==> src/rtl/lcd_text_driver.sv <==
// HD44780 8-bit text driver: power-up wait, init sequence, then endless two-row refresh frames.
// Latency: one transfer = 1 setup + E_HIGH_CYC enable-high + WAIT_CYC (CLR_WAIT_CYC after 0x01) cycles.
// Backpressure: none; the panel is write-only and purely timed, and line1/line2 are sampled once per frame.
//
// Ports:
//   clk, rst            rising-edge clock, synchronous active-high reset
//   line1, line2        128-bit ASCII rows, column 0 in bits [127:120]
//   lcd_e/rs/rw/data    HD44780 bus (rw tied low)
//   init_done           high from the end of init until reset
//   frame_done          one-cycle pulse after the last character of row 2 has finished its wait
module lcd_text_driver #(
   parameter int PWR_WAIT_CYC = 50000,
   parameter int E_HIGH_CYC   = 20,
   parameter int WAIT_CYC     = 2000,
   parameter int CLR_WAIT_CYC = 100000
) (
   input  logic         clk,
   input  logic         rst,
   input  logic [127:0] line1,
   input  logic [127:0] line2,
   output logic         lcd_e,
   output logic         lcd_rs,
   output logic         lcd_rw,
   output logic [7:0]   lcd_data,
   output logic         init_done,
   output logic         frame_done
);

   // Counter is wide enough for the largest delay and never narrower than 17 bits.
   localparam int MAX_A = (PWR_WAIT_CYC > CLR_WAIT_CYC) ? PWR_WAIT_CYC : CLR_WAIT_CYC;
   localparam int MAX_B = (WAIT_CYC > E_HIGH_CYC) ? WAIT_CYC : E_HIGH_CYC;
   localparam int MAX_C = (MAX_A > MAX_B) ? MAX_A : MAX_B;
   localparam int CNT_W = ($clog2(MAX_C + 1) > 17) ? $clog2(MAX_C + 1) : 17;

   typedef logic [CNT_W-1:0] cnt_t;

   localparam cnt_t PWR_LOAD  = cnt_t'(PWR_WAIT_CYC - 1);
   localparam cnt_t EHI_LOAD  = cnt_t'(E_HIGH_CYC - 1);
   localparam cnt_t WAIT_LOAD = cnt_t'(WAIT_CYC - 1);
   localparam cnt_t CLR_LOAD  = cnt_t'(CLR_WAIT_CYC - 1);

   typedef enum logic [2:0] {
      S_PWR_WAIT, S_INIT, S_SNAP, S_ADDR1, S_ROW1, S_ADDR2, S_ROW2, S_DONE
   } state_t;

   typedef enum logic [1:0] {
      PH_SETUP, PH_EHIGH, PH_WAIT
   } phase_t;

   state_t        state_q, state_d;
   phase_t        phase_q, phase_d;
   cnt_t          cnt_q, cnt_d;
   logic [3:0]    idx_q, idx_d;
   logic [7:0]    byte_q, byte_d;
   logic          rs_q, rs_d;
   logic          init_done_q, init_done_d;
   logic [127:0]  buf1_q, buf1_d;
   logic [127:0]  buf2_q, buf2_d;
   logic          xfer_end;

   function automatic logic [7:0] init_cmd(input logic [1:0] i);
      case (i)
         2'd0:    return 8'h38;   // 8-bit bus, 2 lines, 5x8 font
         2'd1:    return 8'h0C;   // display on, cursor off
         2'd2:    return 8'h06;   // increment, no shift
         default: return 8'h01;   // clear display
      endcase
   endfunction

   // Column 0 lives in the top byte, so shift left by 8*col and take the top byte.
   function automatic logic [7:0] col_byte(input logic [127:0] b, input logic [3:0] c);
      logic [127:0] s;
      s = b << {c, 3'b000};
      return s[127:120];
   endfunction

   always_comb begin
      state_d     = state_q;
      phase_d     = phase_q;
      cnt_d       = cnt_q;
      idx_d       = idx_q;
      byte_d      = byte_q;
      rs_d        = rs_q;
      init_done_d = init_done_q;
      buf1_d      = buf1_q;
      buf2_d      = buf2_q;
      xfer_end    = 1'b0;

      case (state_q)
         S_PWR_WAIT: begin
            if (cnt_q == '0) begin
               state_d = S_INIT;
               phase_d = PH_SETUP;
               idx_d   = 4'd0;
               byte_d  = init_cmd(2'd0);
               rs_d    = 1'b0;
            end else begin
               cnt_d = cnt_q - 1'b1;
            end
         end
         S_SNAP: begin
            buf1_d  = line1;
            buf2_d  = line2;
            state_d = S_ADDR1;
            phase_d = PH_SETUP;
            byte_d  = 8'h80;
            rs_d    = 1'b0;
         end
         S_DONE: begin
            state_d = S_SNAP;
         end
         default: begin
            // Transfer primitive shared by INIT, ADDR1, ROW1, ADDR2, ROW2.
            case (phase_q)
               PH_SETUP: begin
                  phase_d = PH_EHIGH;
                  cnt_d   = EHI_LOAD;
               end
               PH_EHIGH: begin
                  if (cnt_q == '0) begin
                     phase_d = PH_WAIT;
                     // Only the clear command needs the long wait; data byte 0x01 does not.
                     cnt_d   = (!rs_q && byte_q == 8'h01) ? CLR_LOAD : WAIT_LOAD;
                  end else begin
                     cnt_d = cnt_q - 1'b1;
                  end
               end
               default: begin
                  if (cnt_q == '0) begin
                     xfer_end = 1'b1;
                  end else begin
                     cnt_d = cnt_q - 1'b1;
                  end
               end
            endcase
         end
      endcase

      // Pick the next transfer (or leave the transfer states) when the wait expires.
      if (xfer_end) begin
         phase_d = PH_SETUP;
         case (state_q)
            S_INIT: begin
               if (idx_q == 4'd3) begin
                  init_done_d = 1'b1;
                  state_d     = S_SNAP;
               end else begin
                  idx_d  = idx_q + 4'd1;
                  byte_d = init_cmd(idx_q[1:0] + 2'd1);
               end
            end
            S_ADDR1: begin
               state_d = S_ROW1;
               idx_d   = 4'd0;
               byte_d  = col_byte(buf1_q, 4'd0);
               rs_d    = 1'b1;
            end
            S_ROW1: begin
               idx_d = idx_q + 4'd1;   // wraps 15 -> 0
               if (idx_q == 4'd15) begin
                  state_d = S_ADDR2;
                  byte_d  = 8'hC0;
                  rs_d    = 1'b0;
               end else begin
                  byte_d = col_byte(buf1_q, idx_q + 4'd1);
               end
            end
            S_ADDR2: begin
               state_d = S_ROW2;
               idx_d   = 4'd0;
               byte_d  = col_byte(buf2_q, 4'd0);
               rs_d    = 1'b1;
            end
            S_ROW2: begin
               idx_d = idx_q + 4'd1;
               if (idx_q == 4'd15) begin
                  state_d = S_DONE;
               end else begin
                  byte_d = col_byte(buf2_q, idx_q + 4'd1);
               end
            end
            default: begin
               state_d = state_q;
            end
         endcase
      end
   end

   always_ff @(posedge clk) begin
      if (rst) begin
         state_q     <= S_PWR_WAIT;
         phase_q     <= PH_SETUP;
         cnt_q       <= PWR_LOAD;
         idx_q       <= 4'd0;
         byte_q      <= 8'h00;
         rs_q        <= 1'b0;
         init_done_q <= 1'b0;
         buf1_q      <= {16{8'h20}};
         buf2_q      <= {16{8'h20}};
      end else begin
         state_q     <= state_d;
         phase_q     <= phase_d;
         cnt_q       <= cnt_d;
         idx_q       <= idx_d;
         byte_q      <= byte_d;
         rs_q        <= rs_d;
         init_done_q <= init_done_d;
         buf1_q      <= buf1_d;
         buf2_q      <= buf2_d;
      end
   end

   // rs/data come straight from registers loaded at transfer start, so they
   // cannot move during the enable pulse or the following wait.
   assign lcd_e      = (phase_q == PH_EHIGH);
   assign lcd_rs     = rs_q;
   assign lcd_rw     = 1'b0;
   assign lcd_data   = byte_q;
   assign init_done  = init_done_q;
   assign frame_done = (state_q == S_DONE);

endmodule

==> config.mk <==
export PLATFORM = sky130hd
export DESIGN_NAME = lcd_text_driver
export DESIGN_NICKNAME = d
export VERILOG_FILES = /design/src/rtl/lcd_text_driver.sv
export SDC_FILE = /design/constraint.sdc
export NUM_CORES = 1
export LEC_CHECK = 0
export ABC_AREA = 1
export BUFFER_PORTS_ARGS = -buffer_cell sky130_fd_sc_hd__buf_2
export CELL_PAD_IN_SITES_DETAIL_PLACEMENT = 1
export CELL_PAD_IN_SITES_GLOBAL_PLACEMENT = 1
export CORE_MARGIN = 2
export CORE_UTILIZATION = 36
export CTS_BUF_LIST = sky130_fd_sc_hd__clkbuf_4 sky130_fd_sc_hd__clkbuf_8
export CTS_CLUSTER_DIAMETER = 200
export DETAILED_ROUTE_END_ITERATION = 10
export GPL_ROUTABILITY_DRIVEN = 0
export MAX_ROUTING_LAYER = met4
export PLACE_DENSITY_LB_ADDON = 0.1
export SYNTH_ARGS = -nofsm -noshare
export SYNTH_HDL_FRONTEND = slang
export SYNTH_SLANG_ARGS = --single-unit
export TNS_END_PERCENT = 5
==> constraint.sdc <==
create_clock -name clk -period 3.3 [get_ports clk]
set_input_delay 0.66 -clock clk [delete_from_list [all_inputs] [get_ports clk]]
set_output_delay 0.66 -clock clk [all_outputs]
set_load 0.1 [all_outputs]
## Yosys cells after proc, flatten, opt, wreduce, memory -nomap -nowiden

Cells that the tools add are included.

| storage, ports and cells | value |
|---|---|
| logic and storage cells | 83 |
| output and inout bits | 13 |
| register bits | 292 |
| input bits | 258 |

| operators by class | value |
|---|---|
| bitwise logic cells | 1 |
| $add $sub $neg | 3 |
| shift operators | 2 |
| eq/ne operators | 16 |
| mux-type cells | 37 |
| reductions and logical operators | 15 |

Operator list:

| kind | number |
|---|---|
| $shl 128x7->128 | 2 |
| $pmux 17 s2 | 2 |
| $mux 17 | 3 |
| $mux 8 | 5 |
| $pmux 8 s5 | 1 |
| $pmux 6 s3 | 1 |
| $logic_not 17->1 | 1 |
| $sub 17x1->17 const B | 1 |
| $mux 4 | 4 |
| $pmux 8 s2 | 1 |
| $mux 3 | 5 |
| $pmux 3 s5 | 1 |
| $eq 3x3->1 const B | 4 |
| $pmux 4 s3 | 1 |
| $reduce_or 2->1 | 5 |
| $pmux 3 s3 | 1 |
| $eq 8x1->1 const B | 1 |
| $eq 3x2->1 const B | 2 |
| $mux 1 | 6 |
| $ne 6x1->1 const B | 1 |
| $pmux 2 s3 | 1 |
| $add 4x1->4 const B | 1 |
| $eq 2x1->1 const B | 2 |
| $eq 4x2->1 const B | 1 |
| other kinds (18) | 21 |

## Longest topological paths before layout

| logic depth | value |
|---|---|
| word-level depth | 6 |
| mapped depth | 18 |
| mapped depth without buffers | 13 |

## Least setup slack after synthesis

No wires, ideal clock.

| timing | value |
|---|---|
| path type | flip-flop to flip-flop |
| start | reg idx_q[0] |
| end | reg byte_q[6], in the netlist lcd_data[6] |
| stages on the path, launching flop included | 18 |
| required time | 3,189 ps |
| arrival time | 2,269 ps |
| buffers on the path | 5 |
| setup time | 111 ps |
| path slack | 919 ps |
| path through | dfxtp_1 > buf_4 > inv_2 > buf_4 > buf_4 > ha_1 > buf_2 > inv_2 > clkbuf_1 > nand3_1 > nand3_1 > nand3_1 > nand2_1 > nand2_1 > nand3_1 > nand2_1 > nor2_1 > nor2_1 |

| on the way | value |
|---|---|
| word-level cells in the longest chain between the ends | 5 |
| elaborated cells between the ends (all ways) | 10 |

RTL lines:

| item | RTL line | text |
|---|---|---|
| start, declared | 53 | `logic [3:0] idx_q, idx_d;` |
| start signal, assigned | 204 | `idx_q <= idx_d;` |
| $add 4x1->4 | 165, 179 |  |
| $shl 128x7->128 | 73 | `s = b << {c, 3'b000};` |
| $mux 8, on equally long branches | 176, 160 |  |
| $pmux 8 s5 (*) | 142 | `case (state_q)` |
| $mux 8 (*) | 140 | `if (xfer_end) begin` |
| end signal, assigned | 205 | `byte_q <= byte_d;` |
| end, declared | 54 | `logic [7:0] byte_q, byte_d;` |

Every way passes the cells marked *; elsewhere a longest branch is shown, timed or not.
A chain may end at the register's enable or synchronous reset.

## Worst setup path in the final report

| timing | value |
|---|---|
| start | reg idx_q[1] |
| end | reg byte_q[4], in the netlist lcd_data[4] |

| on the way | value |
|---|---|
| word-level cells in the longest chain between the ends | 6 |
| elaborated cells between the ends (all ways) | 15 |

RTL lines:

| item | RTL line |
|---|---|
| parallel branches: the longest is 4 deep, another holds $add 4x1->4 | - |
| $pmux 8 s5 (*) | 142 |
| $mux 8 (*) | 140 |

Mark *: on every way between the ends.

==> results.json <==
{
  "outcome": "completed",
  "holdBufCountCts": 0,
  "hold_class": "in2reg",
  "root_buffer": "clkbuf_8",
  "cap_violations": 0,
  "finalHoldViolCount": 0,
  "placed_cell_area_mm2": 0.0155,
  "ys_seq_elements": 292,
  "sw_frac_of_total_pct": 23.1,
  "drc": 0,
  "cts_num_sinks": 292,
  "cts_resized": 0,
  "dieArea_mm2": 0.0400,
  "die_w_um": 200,
  "grt_pass1_vias": 14400,
  "seq_power_share_pct": 47.2,
  "critPathKind": "reg2reg",
  "crit_arrival_ns": 3.17,
  "syn_nets": 2311,
  "p_leak_nw": 7.33,
  "antenna_left": 0,
  "cts_setup_buffers": 0,
  "yosys.area_share.simple_pct": 28.1,
  "grt.busiest_layer": "met2",
  "final_area_mm2": 0.0166,
  "synth_xor_area_share_pct": 0.506,
  "syn_area_per_cell_um2": 6.76,
  "hold_end": "buf2_q[101]$_SDFFE_PP1P_",
  "crit_cells": 13,
  "cp_slowest_cell": "nand2_1",
  "crit_start": "idx_q[1]$_SDFF_PP0_",
  "routed_wl_mm": 53.1,
  "fin_ws_ns": 0.685,
  "clk_pin_slew_worst_paths_ns": 0.06,
  "num_vias": 14600,
  "synthDistinctLibCells": 40,
  "num_rows": 71,
  "syn_area_mm2": 0.0138,
  "hold_path_depth": 3,
  "antenna_found_initial": 0,
  "synth-compound-area-share_pct": 18.9,
  "synthMuxAreaShare_pct": 0,
  "tns_ns": 0,
  "p_clk_share_pct": 48.8,
  "fp.dieH_um": 200,
  "finalClockSkew_ns": 0.0284,
  "cts_buffers": 53,
  "synth_edf_count": 0,
  "critPathCaptureType": "flop",
  "clk_latency_ns": 0.63,
  "final_common_cell": "nand2_1",
  "h-tree-depth": 2,
  "internal-power_mw": 5.75,
  "drive_above_1_share_pct": 18.7,
  "pre_cts_slack_ns": 0.730,
  "setup_viol": 0,
  "instances_no_fill": 2794,
  "start_util_pct": 36.7,
  "cts_tree": "built",
  "grt-ovfl-total": 0,
  "dp_hpwl_mm": 36.8,
  "num_io_pins": 271,
  "netlist_instances": 2046,
  "antenna_cells": 0,
  "reg2reg_depth": 13,
  "grt.total_usage_pct": 27.2,
  "period_needed_ns": 2.61,
  "grt.met3_usage_pct": 3.97,
  "synth-seq-area-share_pct": 42.2,
  "relSlewSlack_pct": 30.6,
  "use_met2_pct": 40.9,
  "synth_top_family_by_area": "simple AND/OR/NAND/NOR gates",
  "worst_pin_slew_ns": 1.04,
  "area_delta_synth_final_pct": 19.7,
  "drv_slew": 0,
  "core-area_mm2": 0.0378,
  "clock_tree.buffer_depth": 3,
  "total_power_mw": 7.48,
  "fin_crit_sh_pct": 79.2,
  "grt_first_pass_wirelength_mm": 81.6,
  "grt.met1_usage_pct": 37.6,
  "critPathLaunchType": "flop",
  "final_cell_mix": "nand2_1 (328), nor2_1 (327), dfxtp_1 (291), o21ai_0 (269), buf_2 (269)",
  "vias_per_cell": 5.22,
  "reg2reg_slack_ns": 0.69,
  "async_flop_share_pct": 0,
  "powerDensity_mw_per_mm2": 451,
  "r2r-start": "idx_q[1]$_SDFF_PP0_",
  "rsz0062_at_grt": "no",
  "slowest_delay_ns": 0.43,
  "critPathMaxFanout": 14,
  "critPathRequiredTime_ns": 3.85,
  "drt-initial-drc-count": 846,
  "power.share.combinational_pct": 4.0,
  "hp-start": "line2[101]",
  "worst-path-buf-inv": 2,
  "wire_per_inst_um": 19.0,
  "fin_nets": 2512,
  "crit_chain": "ha_1, nor2_1, inv_1, nand2_1, buf_4, nand3_1, nand2_1, nand2_1, nand3_1, nand3_1, nand2_1, nand2_1, a21oi_1",
  "p_switching_mw": 1.73,
  "port_buffers": 269,
  "ir_drop_uv": 260,
  "drtPass1Iterations": 7,
  "synth_fa_ha_area_share_pct": 0.633,
  "dp_cells": 2703,
  "timing.fmax_mhz": 382,
  "cp_common_cell": "nand2_1",
  "fin_util_pct": 43.9,
  "r2r-end": "lcd_data[4]$_SDFF_PP0_",
  "synth_warnings": 0,
  "grt_max_degree": 173,
  "crit_family": "simple AND/OR/NAND/NOR gates",
  "whs_ns": 0.256,
  "synth_ff_type": "dfxtp_1"
}
[kinds of logic (layout without fill, tap and decap cells)]
kind of cell / after synthesis / after routing
compound gates: 497 / 497
xor+xnor: 8 / 8
fa+ha+maj: 7 / 7
buf+inv: 324 / 561
flops: 292 / 292
other cells: 1 / 1
simple gates: 917 / 917
[area by class of cell]
cell class | instances | area, um^2
inverters | 181 | 693
clock inverters | 7 | 88.8
fillers | 4992 | 21200
flip-flops and latches | 292 | 5850
repair buffers | 289 | 1580
well taps | 511 | 639
multi-input cells | 1430 | 6700
clock buffers | 84 | 1010
[layer usage]
layer  wire [um]  vias up
li1            -     7093
met1       25400     7001
met2       23300      393
met3        2900       86
met4        1460        0
met5           0        -
[flip-flops by register name, summed over array words and instances, names as in the netlist]
| register | cells |
|---|---|
| cnt_q | 17 |
| buf1_q | 128 |
| lcd_data | 8 |
| idx_q | 4 |
| phase_q | 2 |
| buf2_q | 128 |
| lcd_rs | 1 |
| state_q | 3 |
| init_done | 1 |
[power groups by stage]
stage / Clock (mW) / Combinational, mW / Sequential, mW
after floorplan: 0 / 0.0843 / 3.61
after global placement: 0 / 0.297 / 3.61
after detailed placement: 0 / 0.295 / 3.61
after CTS: 3.73 / 0.298 / 3.53
after global routing: 3.87 / 0.325 / 3.53
final: 3.65 / 0.298 / 3.53
[worst max-delay path by stage]
| stage | endpoint |
|---|---|
| after floorplan | lcd_data[6]$_SDFF_PP0_ |
| after global placement | lcd_data[4]$_SDFF_PP0_ |
| after detailed placement | lcd_data[4]$_SDFF_PP0_ |
| after CTS | lcd_data[4]$_SDFF_PP0_ |
| after global routing | lcd_data[4]$_SDFF_PP0_ |
| final | lcd_data[4]$_SDFF_PP0_ |
[Yosys cell counts, drive strengths merged, types with 2 or more instances]
master	instances	area [um^2]
nor2	343	1370
a22oi	2	15.0
nand4	7	50.1
inv	180	676
buf	73	375
ha	7	87.6
nand2	332	1260
o22ai	8	50.1
dfxtp	292	5850
nand3	221	1150
o21bai	2	15.0
xor2	6	52.6
nor3	11	55.1
a21oi	154	774
o211ai	37	278
o21ai	286	1430
xnor2	2	17.5
clkbuf	70	263
a31oi	4	25.0
[worst min-delay path, cell delays in order]
cell and delay, ns:
buf_2 0.08, nand2_1 0.04, nand3_1 0.07
Power figures use the tool's default switching activity.
